===== src/rtl/zmod_pkg.sv =====
// Shared definitions for the zmod TX reset/enable sequencer.
//   txrst_state_t : sequencer state encoding
//   LOSS_CNT_W    : width of the saturating lock-loss counter
//   max3()        : elaboration-time helper used to size the shared counter
package zmod_pkg;

    localparam int unsigned LOSS_CNT_W = 8;

    typedef enum logic [1:0] {
        WAIT_LOCK = 2'd0,
        STABLE    = 2'd1,
        RELEASE   = 2'd2,
        RUN       = 2'd3
    } txrst_state_t;

    function automatic int unsigned max3(input int unsigned a, input int unsigned b,
                                         input int unsigned c);
        int unsigned m;
        m = (a > b) ? a : b;
        return (m > c) ? m : c;
    endfunction

endpackage


===== src/rtl/zmod_sync_bit.sv =====
// Multi-flop synchronizer for a single asynchronous status bit.
//   clk    : destination clock
//   rst    : synchronous active-high reset, clears every stage
//   data_i : asynchronous input
//   data_o : input delayed through STAGES flops (STAGES >= 2)
module zmod_sync_bit #(
    parameter int unsigned STAGES = 2
) (
    input  logic clk,
    input  logic rst,
    input  logic data_i,
    output logic data_o
);

    logic [STAGES-1:0] sync_q;

    always_ff @(posedge clk) begin
        if (rst) begin
            sync_q <= '0;
        end else begin
            sync_q <= {sync_q[STAGES-2:0], data_i};
        end
    end

    assign data_o = sync_q[STAGES-1];

endmodule


===== src/rtl/zmod_txrst_seq.sv =====
// TX reset/enable sequencer fed by the TX PLL lock indicator.
//   clk        : free-running board clock
//   rst        : synchronous active-high reset
//   pll_locked : PLL lock status, asynchronous to clk
//   tx_rst     : TX datapath reset (active-high)
//   tx_en      : TX datapath enable
//   lock_lost  : one-cycle pulse when lock drops after reset release
//   loss_count : saturating count of lock_lost pulses
//   timeout    : sticky flag, PLL did not lock within LOCK_TIMEOUT cycles
module zmod_txrst_seq #(
    parameter int unsigned SYNC_STAGES  = 2,
    parameter int unsigned LOCK_WAIT    = 1024,
    parameter int unsigned EN_DELAY     = 16,
    parameter int unsigned LOCK_TIMEOUT = 100000
) (
    input  logic       clk,
    input  logic       rst,
    input  logic       pll_locked,
    output logic       tx_rst,
    output logic       tx_en,
    output logic       lock_lost,
    output logic [7:0] loss_count,
    output logic       timeout
);

    import zmod_pkg::*;

    localparam int unsigned CNT_MAX = max3(LOCK_WAIT, EN_DELAY, LOCK_TIMEOUT);
    localparam int unsigned CNT_W   = (CNT_MAX > 1) ? $clog2(CNT_MAX) : 1;

    localparam logic [CNT_W-1:0] WAIT_LAST = CNT_W'(LOCK_WAIT - 1);
    localparam logic [CNT_W-1:0] EN_LAST   = CNT_W'(EN_DELAY - 1);
    localparam logic [CNT_W-1:0] TMO_LAST  = CNT_W'(LOCK_TIMEOUT - 1);

    logic                  locked_s;
    txrst_state_t          state_q, state_d;
    logic [CNT_W-1:0]      cnt_q, cnt_d;
    logic [LOSS_CNT_W-1:0] loss_count_q, loss_count_d;
    logic                  timeout_q, timeout_set;
    logic                  loss_evt;
    logic                  tx_rst_q, tx_en_q, lock_lost_q;

    zmod_sync_bit #(
        .STAGES(SYNC_STAGES)
    ) u_sync (
        .clk   (clk),
        .rst   (rst),
        .data_i(pll_locked),
        .data_o(locked_s)
    );

    // Lock loss is checked before counter expiry so it always wins.
    always_comb begin
        state_d     = state_q;
        timeout_set = 1'b0;
        loss_evt    = 1'b0;
        case (state_q)
            WAIT_LOCK: begin
                if (locked_s) begin
                    state_d = STABLE;
                end else if (cnt_q == TMO_LAST && !timeout_q) begin
                    timeout_set = 1'b1;
                end
            end
            STABLE: begin
                // Drop before release is treated as a glitch, not a loss event.
                if (!locked_s) begin
                    state_d = WAIT_LOCK;
                end else if (cnt_q == WAIT_LAST) begin
                    state_d = RELEASE;
                end
            end
            RELEASE: begin
                if (!locked_s) begin
                    state_d  = WAIT_LOCK;
                    loss_evt = 1'b1;
                end else if (cnt_q == EN_LAST) begin
                    state_d = RUN;
                end
            end
            RUN: begin
                if (!locked_s) begin
                    state_d  = WAIT_LOCK;
                    loss_evt = 1'b1;
                end
            end
            default: state_d = WAIT_LOCK;
        endcase
    end

    // One shared counter; it parks at the timeout value while waiting for lock.
    always_comb begin
        if (state_d != state_q) begin
            cnt_d = '0;
        end else if (state_q == WAIT_LOCK && cnt_q == TMO_LAST) begin
            cnt_d = cnt_q;
        end else begin
            cnt_d = cnt_q + CNT_W'(1);
        end
    end

    always_comb begin
        loss_count_d = loss_count_q;
        if (loss_evt && loss_count_q != '1) begin
            loss_count_d = loss_count_q + LOSS_CNT_W'(1);
        end
    end

    always_ff @(posedge clk) begin
        if (rst) begin
            state_q      <= WAIT_LOCK;
            cnt_q        <= '0;
            loss_count_q <= '0;
            timeout_q    <= 1'b0;
            tx_rst_q     <= 1'b1;
            tx_en_q      <= 1'b0;
            lock_lost_q  <= 1'b0;
        end else begin
            state_q      <= state_d;
            cnt_q        <= cnt_d;
            loss_count_q <= loss_count_d;
            timeout_q    <= timeout_q | timeout_set;
            // Outputs decode the next state so they move with the state register.
            tx_rst_q     <= (state_d == WAIT_LOCK) || (state_d == STABLE);
            tx_en_q      <= (state_d == RUN);
            lock_lost_q  <= loss_evt;
        end
    end

    assign tx_rst     = tx_rst_q;
    assign tx_en      = tx_en_q;
    assign lock_lost  = lock_lost_q;
    assign loss_count = loss_count_q;
    assign timeout    = timeout_q;

endmodule


===== config.mk =====
export PLATFORM = sky130hd
export DESIGN_NAME = zmod_txrst_seq
export DESIGN_NICKNAME = d
export VERILOG_FILES = /design/src/rtl/zmod_pkg.sv /design/src/rtl/zmod_sync_bit.sv /design/src/rtl/zmod_txrst_seq.sv
export SDC_FILE = /design/constraint.sdc
export NUM_CORES = 1
export LEC_CHECK = 0
export BUFFER_PORTS_ARGS = -buffer_cell sky130_fd_sc_hd__buf_2
export CAP_MARGIN = 20
export CELL_PAD_IN_SITES_DETAIL_PLACEMENT = 0
export CELL_PAD_IN_SITES_GLOBAL_PLACEMENT = 2
export CORE_ASPECT_RATIO = 0.75
export CORE_MARGIN = 1.5
export CORE_UTILIZATION = 37
export DETAILED_ROUTE_END_ITERATION = 8
export HOLD_SLACK_MARGIN = 0.06
export PLACE_DENSITY_LB_ADDON = 0.15
export SYNTH_ARGS = -nofsm -noshare
export SYNTH_HDL_FRONTEND = slang
export SYNTH_HIERARCHICAL = 1
export SYNTH_SLANG_ARGS = --single-unit
export TNS_END_PERCENT = 100

===== constraint.sdc =====
create_clock -name clk -period 2.25 [get_ports clk]
set_clock_uncertainty 0.05 [all_clocks]
set_input_delay 0 -clock clk [delete_from_list [all_inputs] [get_ports clk]]
set_output_delay 0 -clock clk [all_outputs]
set_load 0.02 [all_outputs]

* After elaboration in Yosys (flattened, before gate mapping) *
Index checks and enable logic that the tools add are counted.

storage, ports and cells
  input port bits = 3
  word-level logic and storage cells = 42
  register bits after elaboration = 33

cells by class
  add/sub/neg operators = 2
  mux-type cells = 12
  equal/unequal tests = 10
  reduce and logical (&&, ||, !) cells = 9
  bitwise operators = 1

operator list
  operator                                                           number
  17-bit by 1-bit adder with 17-bit output, second input constant    1
  17-bit by 10-bit == test with 1-bit output, second input constant  1
  17-bit == test, second input constant                              1
  17-bit by 4-bit == test with 1-bit output, second input constant   1
  2-bit 2-to-1 mux                                                   6
  8-bit by 1-bit adder with 8-bit output, second input constant      1
  8-bit inequality test, second input constant                       1
  2-bit case mux with 4 select lines                                 1
  2-bit == test, second input constant                               3
  1-bit 2-to-1 mux                                                   5
  2-bit by 1-bit == test with 1-bit output, second input constant    2
  2-bit zero test                                                    2
  2-bit OR reduction                                                 2
  1-bit logical AND                                                  3
  2-bit inequality test                                              1
  1-bit zero test                                                    1
  1-bit logical OR                                                   1
  1-bit OR                                                           1

* Logic depth before layout (Yosys ltp) *
Gate-level depths: netlist of run 1.

  depth after elaboration = 6
  depth in mapped cells = 8

* Cells and area by module *
The synthesis of run 1 kept the hierarchy.

by module, submodules not included
  module          area an instance (µm²)  instances  cells an instance
  zmod_txrst_seq  1621.6                  1          173
  zmod_sync_bit   52.6                    1          4

* Least setup slack after synthesis of run 1 *
No wires, ideal clock.

  path type = reg-to-reg
  from = reg cnt_q[0]
  to = reg cnt_q[6]
  cell stages (with the launch flop) = 9
  arrival time = 1.749 ns
  path buffers = 3
  clock period less this slack = 1.872 ns
  setup slack = 0.378 ns
  data required time = 2.127 ns
  path through = dfxtp_1 > ha_1 > and3_4 > and3_4 > buf_6 > a311o_1 > buf_6 > buf_12 > nor3_2

between the ends
  word-level cells in the longest chain between the ends = 6

ends and longest elaborated chain
  element                                                                                                  RTL line                                    RTL
  from (decl)                                                                                              zmod_txrst_seq.sv:37                        logic [CNT_W-1:0] cnt_q, cnt_d;
  from (signal assigned)                                                                                   zmod_txrst_seq.sv:120                       cnt_q <= cnt_d;
  17-bit by 4-bit == test with 1-bit output or 17-bit by 10-bit == test with 1-bit output (tied branches)  zmod_txrst_seq.sv:77, zmod_txrst_seq.sv:69
  2-bit 2-to-1 mux (on tied branches)                                                                      zmod_txrst_seq.sv:77, zmod_txrst_seq.sv:69
  2-bit 2-to-1 mux (on tied branches)                                                                      zmod_txrst_seq.sv:74, zmod_txrst_seq.sv:67
  2-bit case mux with 4 select lines                                                                       zmod_txrst_seq.sv:57                        case (state_q)
  2-bit inequality test                                                                                    zmod_txrst_seq.sv:93                        if (state_d != state_q) begin
  2-bit OR reduction (no line)                                                                             -

Parallel ways exist; a longest one is shown, timed or not.
A chain may end at the register's enable or synchronous reset.

* Final worst setup path of run 1 *
  from = reg cnt_q[0]
  to = reg cnt_q[4]

Same word-level chain as after synthesis.

==> results of run 1 <==
-- area by class of cell --
cell class                 instances  area share
multi-input combinational        131       0.489
sequential                        33       0.353
timing repair buffer              19      0.0683
clock buffer                       6      0.0388
tap                               55      0.0368
inverter                           4     0.00803
clock inverter                     2     0.00535
-- through the flow --
stage / setup WS (ps) / hold slack, ps
detailed placement: 346 / 190
CTS: 314 / 403
global route: 205 / 412
finish: 315 / 398
global placement: 392 / 160
floorplan: 378 / 21.6
-- registers in the layout, indices dropped and copies added (netlist names) --
signal / cells
timeout: 1
state_q: 2
cnt_q: 17
lock_lost: 1
tx_rst: 1
tx_en: 1
u_sync/sync_q: 2
loss_count: 8
-- per-layer routing --
metal / track usage / up-vias
met3: 0.0548 / 2
met4: 0.0591 / 0
met5: 0 / -
li1: - / 687
met1: 0.238 / 615
met2: 0.235 / 13
-- power by group --
part           switching (mW)  internal (mW)
Combinational          0.0241         0.0200
Sequential            0.00808          0.591
Clock                   0.206          0.214
-- logic make-up (layout without fill, tap and decap cells) --
logic type      count (synthesis)  after routing  synth area share
compound gates                 27             27             0.108
xor+xnor                       16             16            0.0837
fa+ha+maj                       2              2            0.0149
buf+inv                        13             31            0.0590
flops                          33             33             0.395
mux                             1              1           0.00598
simple gates                   85             85             0.334
-- cells in the final DEF, fill, tap and decap left out, drive strengths merged, types with 5 or more instances in the layout --
cell    count
a211oi      6
buf        16
clkbuf      6
dfxtp      33
nand2       8
nand3       9
nand4       9
nor2       15
nor3       17
nor4        7
o21ai       5
xnor2       9
xor2        7
-- worst max-delay path: cells and delay by family, from the launching register on --
family                   cells  cell delay (ps)
adder cells (fa/ha/maj)      1              270
flip-flops                   1              360
buffers and inverters        1              180
AND/OR/NAND/NOR              3              640
AO/OA/AOI/OAI                1              360
-- path summary, 6_finish.rpt --
kind | endpoint | slack, ps | cells after the start
setup reg to reg | cnt_q[4] | 320 | 6
hold reg to reg | u_sync/sync_q[1] | 400 | 1
hold / removal | u_sync/sync_q[1] | 400 | 1
setup / recovery | cnt_q[4] | 320 | 6
-- repair_timing --
action,in CTS,in global routing
setup endpoints to repair,0,0
hold buffers,3,0
hold endpoints to repair,11,0
==> summary.md, run 1 <==
| Metric | Value |
|---|---|
| Status | finished, final reports clean |
| Met3 Routed Length | ~99 um |
| Slew @ Worst Pin | 575 ps |
| Fillers | 426 |
| Critical Path, Cell by Cell | ha_1 -> and3_4 -> and3_4 -> a311o_1 -> buf_12 -> nor4_2 |
| Clock Latency Late Sink | 270 ps |
| Final period utilization | 0.860 |
| TritonCTS buffer count | 5 |
| Core region area | 0.00420 mm2 |
| Routed len/inst | 14.1 um |
| Ys flop type | dfxtp_1 |
| Final Hold Vio Count | 0 |
| Final worst path period need | 1930 ps |
| Dpl hpwl | between 2 and 3 mm |
| Ports | 15 |
| Worst Setup Path Type | reg2reg |
| Min-delay src | u_sync/sync_q[0] |
| Placer Congestion | 0.755 |
| Final Instance Count excl. Fillers | 250 |
| Share of layout cells above drive strength 1 | 0.210 |
| CTS sink count | 33 |
| Distinct cells, synth | between 40 and 50 |
| Largest net degree at the start of global routing | 18 |
| Total routed wirelength | 3.53 mm |
| Die Y-Extent | 61.3 um |
| Nets | 199 |
| Post-synth EDFFs | 0 |
| Yosys reg bits | 33 |
| Final setup TNS | 0 ps |
| CP peak stage delay | 360 ps |
| WP data arrival | 2080 ps |
| Leading area contributor after synthesis | dfxtp_1 |
| Crit Path Max Fanout | 17 |
| Syn Nets | 182 |
| CP dominant cell by count | and3_4 |
| PwrDens | around 570 mW/mm2 |
| Hold WC Path Type | reg2reg |
| Critical R2R Launch | cnt_q[0] |
| Count leader, synth | dfxtp_1 |
| Most instantiated cells after synthesis | 33 x dfxtp_1, 15 x nor2_1, 10 x nor3_2 |
| Rel. slew slack | 0.614 |
| Synth top area cells | dfxtp_1 39%, nor3_2 6.0%, xnor2_1 4.7% |
| Post-CTS resize count | 0 |
| Sequential-to-total area share from yosys stat | 0.395 |
| # rows | 20 |
| Max frequency | roughly 520 MHz |
| WL met2 | 1.45 mm |
| Initial Util | 0.398 |
| Number of diodes | 0 |
| Aggregate global-route resource usage | 0.167 |
| Setup bufs post-CTS | 0 |
| Die area | about 0.0049 mm2 |
| First-iteration detailed-routing DRC count | 47 |
| Initial antenna violation count | 0 |
| CTS tree | done |
| Slowest CP cell | dfxtp_1 |
| Leak | 0.621 nW |
| Syn_area_per_cell | 9.46 um2 |
| Setup violations, final | 0 |
| Antenna viol nets, final | 0 |
| Top layer in use | met4 |
| Via count | 1317 |
| Die width | 80.7 um |
| Clk slew on worst S/H paths | around 70 ps |
| Reg area | 661 um2 |
| Placed Cells incl. Taps | 239 |
| Number of global-route vias before repair | between 1000 and 1500 |
| Post-synthesis cell count | around 180 |
| Maximum VDD drop | 338 uV |
| Power Total | 1.06 mW |
| Worst setup SP type | flip-flop |
| Count of pins over their slew limit | 0 |
| Post-Syn Area | 0.00167 mm2 |
| Total gr overflow | 0 |
| Root buffer cell | clkbuf_8 |
| Vias per cell | around 5.3 |
| Synthesis-to-finish area growth | 11.7% |
| H-tree Lvls | 2 |
| Ys async rst share | 0 |
| Syn. warnings | 6 |
| Max-cap violations | 0 |
| RSZ-0062 raised after global routing | no |
| CP startpoint | cnt_q[0] |
| Wire length on met1 | 1.96 mm |
| First-pass DRT Iterations | 4 |
| Footprint of the multi-input gates | 915 um2 |
| Req. time, crit path | 2390 ps |
| Area after DPL | 0.00176 mm2 |
| Design area | approximately 0.0019 mm2 |
| Finished Core Util | 0.445 |
| Drt drc | 0 |
| CTS Buffer Depth | 2 |
| Top cell type's share of synthesized area | 0.395 |
| First-pass GRT wire length | 6.10 mm |
| Port Buffers | 14 |
| Worst setup EP type | flip-flop |
Power figures use the tool's default switching activity.
==> run 2: changes to the inputs <==
==> constraint.sdc (replaced) <==
create_clock -name clk -period 1.9 [get_ports clk]
set_clock_uncertainty 0.05 [all_clocks]
set_input_delay 0 -clock clk [delete_from_list [all_inputs] [get_ports clk]]
set_output_delay 0 -clock clk [all_outputs]
set_load 0.02 [all_outputs]
==> summary.md, run 2 (same netlist as run 1, synthesis figures left out) <==
| Metric | Value |
|---|---|
| Root buffer cell | clkbuf_8 |
| Routed len/inst | 14.0 um (-0.79%) |
| Rel. slew slack | 0.698 (+0.0848) |
| H-tree Lvls | 2 (unchanged) |
| Flop pwr share | 0.484 (-0.079) |
| Met1 global-route usage | 0.239 (+0.000647) |
| Critical R2R Capture | cnt_q[4] |
| Max-cap violations | 0 (unchanged) |
| Status | finished, final reports clean |
| Total routed wirelength | 3.64 mm (+3.2%) |
| Worst setup EP type | flip-flop |
| Max FFs per register | 17 (unchanged) |
| Psw | 0.304 mW (+28%) |
| Int Power | 1.16 mW (+40%) |
| RSZ-0062 raised after global routing | no |
| CTS tree | done |
| Fillers | 405 (-4.9%) |
| Final Hold Vio Count | 0 (unchanged) |
| Worst setup SP type | flip-flop |
| CTS sink count | 33 (unchanged) |
| Hold Path Stages | 1 (unchanged) |
| Number of diodes | 0 (unchanged) |
| Final worst path period need | 1790 ps (-142 ps) |
| Number of global-route vias before repair | 1316 (+2.7%) |
| Die width | 80.7 um (unchanged) |
| Die area | 0.00494 mm2 (unchanged) |
| Final Instance Count excl. Fillers | 260 (+4.0%) |
| M2 GR Usage | 0.226 (-0.00960) |
| Aggregate global-route resource usage | 0.168 (+0.00112) |
| First-iteration detailed-routing DRC count | 84 (+79%) |
| Hold Path End | u_sync/sync_q[1] |
| # rows | 20 (unchanged) |
| Grt met3 use | 0.0548 (unchanged) |
| Placer Congestion | 0.748 (-0.95%) |
| Slew @ Worst Pin | 446 ps (-129 ps) |
| Port Buffers | 14 (unchanged) |
| First-pass DRT Iterations | 4 (unchanged) |
| Clock power frac | 0.472 (+0.077) |
| Worst Setup Path Type | reg2reg |
| Drt drc | 0 (unchanged) |
| Antenna viol nets, final | 0 (unchanged) |
| Final period utilization | 0.944 (+0.0837) |
| Critical R2R Launch | cnt_q[0] |
| Req. time, crit path | 2050 ps (-340 ps) |
| Crit Path Max Fanout | 17 (unchanged) |
| Initial Util | 0.398 (unchanged) |
| Setup bufs post-CTS | 0 (unchanged) |
| Final setup TNS | 0 ps (unchanged) |
| R2R setup slack | 110 ps (-210 ps) |
| Largest Register | cnt_q |
| Synthesis-to-finish area growth | 19.1% |
| Core region area | 0.00420 mm2 (unchanged) |
| Finished Core Util | 0.474 (+0.0298) |
| Clk slew on worst S/H paths | 70 ps (about the same) |
| Maximum VDD drop | 352 uV (+4.0%) |
| Via count | 1368 (+3.9%) |
| Dpl hpwl | 2.63 mm (+3.7%) |
| Max frequency | 558 MHz (+7.9%) |
| R2r worst-path depth | 6 (unchanged) |
| Initial antenna violation count | 0 (unchanged) |
| Count of pins over their slew limit | 0 (unchanged) |
| Hold WC Path Type | reg2reg |
| Sw Share | 0.208 (-0.0156) |
| Commonest non-fill, non-tap cell in the layout | dfxtp_1 |
| TritonCTS buffer count | 5 (unchanged) |
| Ports | 15 (unchanged) |
| GR peak layer | met1 |
| Total gr overflow | 0 (unchanged) |
| CTS Buffer Depth | 2 (unchanged) |
| Most frequent cells in the layout | 33 x dfxtp_1, 15 x nor2_1, 14 x buf_2 |
| Post-CTS resize count | 0 (unchanged) |
| Largest net degree at the start of global routing | 19 (+1) |
| Setup violations, final | 0 (unchanged) |
| Placed Cells incl. Taps | 249 (+4.2%) |
| Min-delay src | u_sync/sync_q[0] |
| Die Y-Extent | 61.3 um (unchanged) |
| Nets | 209 (+5.0%) |
| Combinational fraction of design power | 0.044 (+0.003) |
| CTS hold repair buffers | 3 (unchanged) |
| First-pass GRT wire length | 6.09 mm (-0.23%) |
| Share of layout cells above drive strength 1 | 0.254 (+0.0434) |
| WP data arrival | 1940 ps (-140 ps) |
| PwrDens | 732 mW/mm2 (+29%) |
| Clock Latency Late Sink | 290 ps (+20 ps) |
| Leak | 0.688 nW (+11%) |
| Vias per cell | 5.26 (-0.12%) |
[run 2: changes by cell type in the layout (fill, tap and decap cells not counted)]
cell and delta:
buf_12 +1, buf_4 +9, bufinv_16 +1, clkbuf_1 -1, clkbuf_8 +1, clkinv_2 -2
clkinvlp_4 +1
[run 2: worst max path at each step]
stage,start,end,slack (ps),depth (start not counted)
2_1_floorplan,cnt_q[0],cnt_q[6],30,8
3_3_place_gp,cnt_q[0],cnt_q[4],180,6
3_5_place_dp,cnt_q[0],cnt_q[4],130,6
4_1_cts,cnt_q[0],cnt_q[4],110,6
5_1_grt,cnt_q[10],cnt_q[1],20,5
6_report,cnt_q[0],cnt_q[4],110,6
[run 2: layer usage]
metal	up-vias	share of wire
met5	-	0
met4	0	0.012
met3	4	0.044
met2	28	0.40
met1	629	0.54
li1	707	-
[run 2: power by group through the flow]
stage | logic (mW) | registers, mW | clock network [mW]
2_1_floorplan | 0.0432 | 0.721 | 0
3_3_place_gp | 0.0577 | 0.721 | 0
3_5_place_dp | 0.0594 | 0.722 | 0
4_1_cts | 0.0640 | 0.706 | 0.703
5_1_grt | 0.0691 | 0.707 | 0.734
6_report | 0.0643 | 0.706 | 0.689
[run 2: per-stage QoR]
| stage | power [mW] | hold slack (ps) | setup slack (ps) | cell area [um2] |
|---|---|---|---|---|
| after floorplan | 0.765 | 21.6 | 28.2 | 1670 |
| after global placement | 0.779 | 165 | 175 | 1840 |
| after detailed placement | 0.781 | 183 | 126 | 1840 |
| after CTS | 1.47 | 397 | 109 | 1990 |
| after global routing | 1.51 | 418 | 17.0 | 1990 |
| final | 1.46 | 411 | 107 | 1990 |
[run 2: area by class of cell]
type	instances	area, um2	share of cell area
timing repair buffer	29	215	0.108
tap	55	68.8	0.0345
inverter	4	15.0	0.00753
multi-input combinational	131	915	0.459
sequential	33	661	0.331
clock buffer	6	82.6	0.0414
clock inverter	2	37.5	0.0188
[run 2: worst max-delay path, cell delays in order (launching register included)]
cell and delay (ps):
dfxtp_1 320, ha_1 220, and3_4 190, and3_4 170, a311o_1 340, buf_12 180
nor4_2 240
==> run 3: changes to the inputs <==
==> constraint.sdc (replaced) <==
create_clock -name clk -period 1.9 [get_ports clk]
set_clock_uncertainty 0.05 [all_clocks]
set_input_delay 0 -clock clk [delete_from_list [all_inputs] [get_ports clk]]
set_output_delay 0 -clock clk [all_outputs]
set_load 0.1 [all_outputs]
==> summary.md, run 3 (same netlist as run 1, synthesis figures left out) <==
| Metric | Value |
|---|---|
| Sw Share | 0.218 (+0.00985) |
| Final worst path period need | 1820 ps (+23.7 ps) |
| Number of diodes | 0 (unchanged) |
| Nets | 209 (unchanged) |
| Total gr overflow | 0 (unchanged) |
| CTS Buffer Depth | 2 (unchanged) |
| Dpl ws | 109 ps (-17.2 ps) |
| Initial antenna violation count | 0 (unchanged) |
| Routed len/inst | 14.1 um (+0.55%) |
| M2 GR Usage | 0.240 (+0.0144) |
| First-pass DRT Iterations | 6 (+2) |
| Total routed wirelength | 3.66 mm (+0.55%) |
| Clock power frac | 0.430 (-0.042) |
| # rows | 20 (unchanged) |
| Req. time, crit path | 2050 ps (about the same) |
| Synthesis-to-finish area growth | 18.9% |
| Maximum VDD drop | 463 uV (+32%) |
| H-tree Lvls | 2 (unchanged) |
| Antenna viol nets, final | 0 (unchanged) |
| Via count | 1390 (+1.6%) |
| Setup ws final | 83.6 ps (-23.7 ps) |
| Dominant delay contributor by cell family on the critical path | simple AND/OR/NAND/NOR gates |
| Final period utilization | 0.956 (+0.0124) |
| CTS sink count | 33 (unchanged) |
| Setup bufs post-CTS | 0 (unchanged) |
| Flop pwr share | 0.522 (+0.038) |
| Number of global-route vias before repair | 1336 (+1.5%) |
| Fillers | 405 (unchanged) |
| Count of pins over their slew limit | 0 (unchanged) |
| Psw | 0.295 mW (-3.1%) |
| Most frequent cells in the layout | 25 x dfxtp_1, 15 x nor2_1, 14 x buf_2 |
| Clk slew on worst S/H paths | 70 ps (about the same) |
| Setup violations, final | 0 (unchanged) |
| Rel. slew slack | 0.602 (-0.0965) |
| TritonCTS buffer count | 5 (unchanged) |
| Dpl hpwl | 2.65 mm (+0.91%) |
| PwrDens | 679 mW/mm2 (-7.3%) |
| CTS tree | done |
| Largest Register | cnt_q |
| Slowest CP cell | a311o_1 |
| Port Buffers | 14 (unchanged) |
| Status | finished, final reports clean |
| WP data arrival | 1970 ps (+30 ps) |
| Die width | 80.7 um (unchanged) |
| CP dominant cell by count | and3_4 |
| Max-cap violations | 0 (unchanged) |
| Share of layout cells above drive strength 1 | 0.298 (+0.0439) |
| CP peak stage delay | 350 ps (about the same) |
| Placer Congestion | 0.796 (+6.4%) |
| Clock Latency Late Sink | 280 ps (about the same) |
| RSZ-0062 raised after global routing | no |
| Leak | 0.689 nW (+0.15%) |
| Met1 global-route usage | 0.270 (+0.0309) |
| Int Power | 1.06 mW (-8.6%) |
| First-pass GRT wire length | 6.55 mm (+7.6%) |
| Critical Path, Cell by Cell | ha_1 -> and3_4 -> and3_4 -> a311o_1 -> buf_12 -> nor4_2 |
| Max FFs per register | 17 (unchanged) |
| Ports | 15 (unchanged) |
| Vias per cell | 5.35 (+1.6%) |
| Die area | 0.00494 mm2 (unchanged) |
| Max frequency | 551 MHz (-1.3%) |
| Root buffer cell | clkbuf_8 |
| Worst Setup Path Type | reg2reg |
| First-iteration detailed-routing DRC count | 47 (-44%) |
| Initial Util | 0.398 (unchanged) |
| Crit Path Max Fanout | 17 (unchanged) |
| Grt met3 use | 0.0489 (-0.00593) |
| Aggregate global-route resource usage | 0.178 (+0.0102) |
| Final Hold Vio Count | 0 (unchanged) |
| Die Y-Extent | 61.3 um (unchanged) |
| Final setup TNS | 0 ps (unchanged) |
| WP buf/inv | 1 (unchanged) |
| Core region area | 0.00420 mm2 (unchanged) |
| Worst setup SP type | flip-flop |
| Combinational fraction of design power | 0.048 (+0.004) |
| Commonest non-fill, non-tap cell in the layout | dfxtp_1 |
| GR peak layer | met1 |
| Drt drc | 0 (unchanged) |
| Slew @ Worst Pin | 593 ps (+147 ps) |
| Largest net degree at the start of global routing | 18 (-1) |
| Worst setup EP type | flip-flop |
| Hold WC Path Type | reg2reg |
run 3: metrics by stage:
| step | hold slack [ps] | power, mW | util | instance area (um2) | std cells |
|---|---|---|---|---|---|
| after floorplan | 21.6 | 0.765 | - | 1680 | 177 |
| after global placement | 165 | 0.778 | 0.441 | 1850 | 249 |
| after detailed placement | 172 | 0.781 | 0.441 | 1850 | 249 |
| after CTS | 404 | 1.37 | 0.472 | 1990 | 260 |
| after global routing | 413 | 1.41 | 0.474 | 1990 | 260 |
| final | 402 | 1.35 | 0.474 | 1990 | 260 |
run 3: area by class of cell:
class | instances | area (um2) | area share
multi-input combinational | 131 | 920 | 0.462
sequential | 33 | 671 | 0.337
timing repair buffer | 29 | 215 | 0.108
clock buffer | 7 | 96.3 | 0.0484
tap | 55 | 68.8 | 0.0346
inverter | 4 | 15.0 | 0.00754
clock inverter | 1 | 5.00 | 0.00251
run 3: layer usage:
layer,wire (um),share of wire
met1,2080,0.57
met2,1390,0.38
met3,144,0.039
met4,51,0.014
met5,0,0
run 3: final timing paths:
check	startpoint	to	slack, ps	cells past startpoint
worst min-delay path	u_sync/sync_q[0]	u_sync/sync_q[1]	400	1
worst max-delay path	cnt_q[0]	cnt_q[4]	80	6
worst min register to register	u_sync/sync_q[0]	u_sync/sync_q[1]	400	1
worst max register to register	cnt_q[0]	cnt_q[4]	80	6
run 3: timing repair:
| action | 4_1_cts | 5_1_grt |
|---|---|---|
| hold endpoints to repair | 12 | 0 |
| hold buffers | 3 | 0 |
| resized for setup | 0 | 1 |
| setup endpoints to repair | 0 | 1 |
run 3: power groups by stage:
stage	Sequential [mW]	Clock (mW)	Combinational, mW
final	0.706	0.581	0.0650
after CTS	0.705	0.601	0.0644
after detailed placement	0.721	0	0.0599
after floorplan	0.721	0	0.0432
after global routing	0.707	0.628	0.0722
after global placement	0.721	0	0.0575
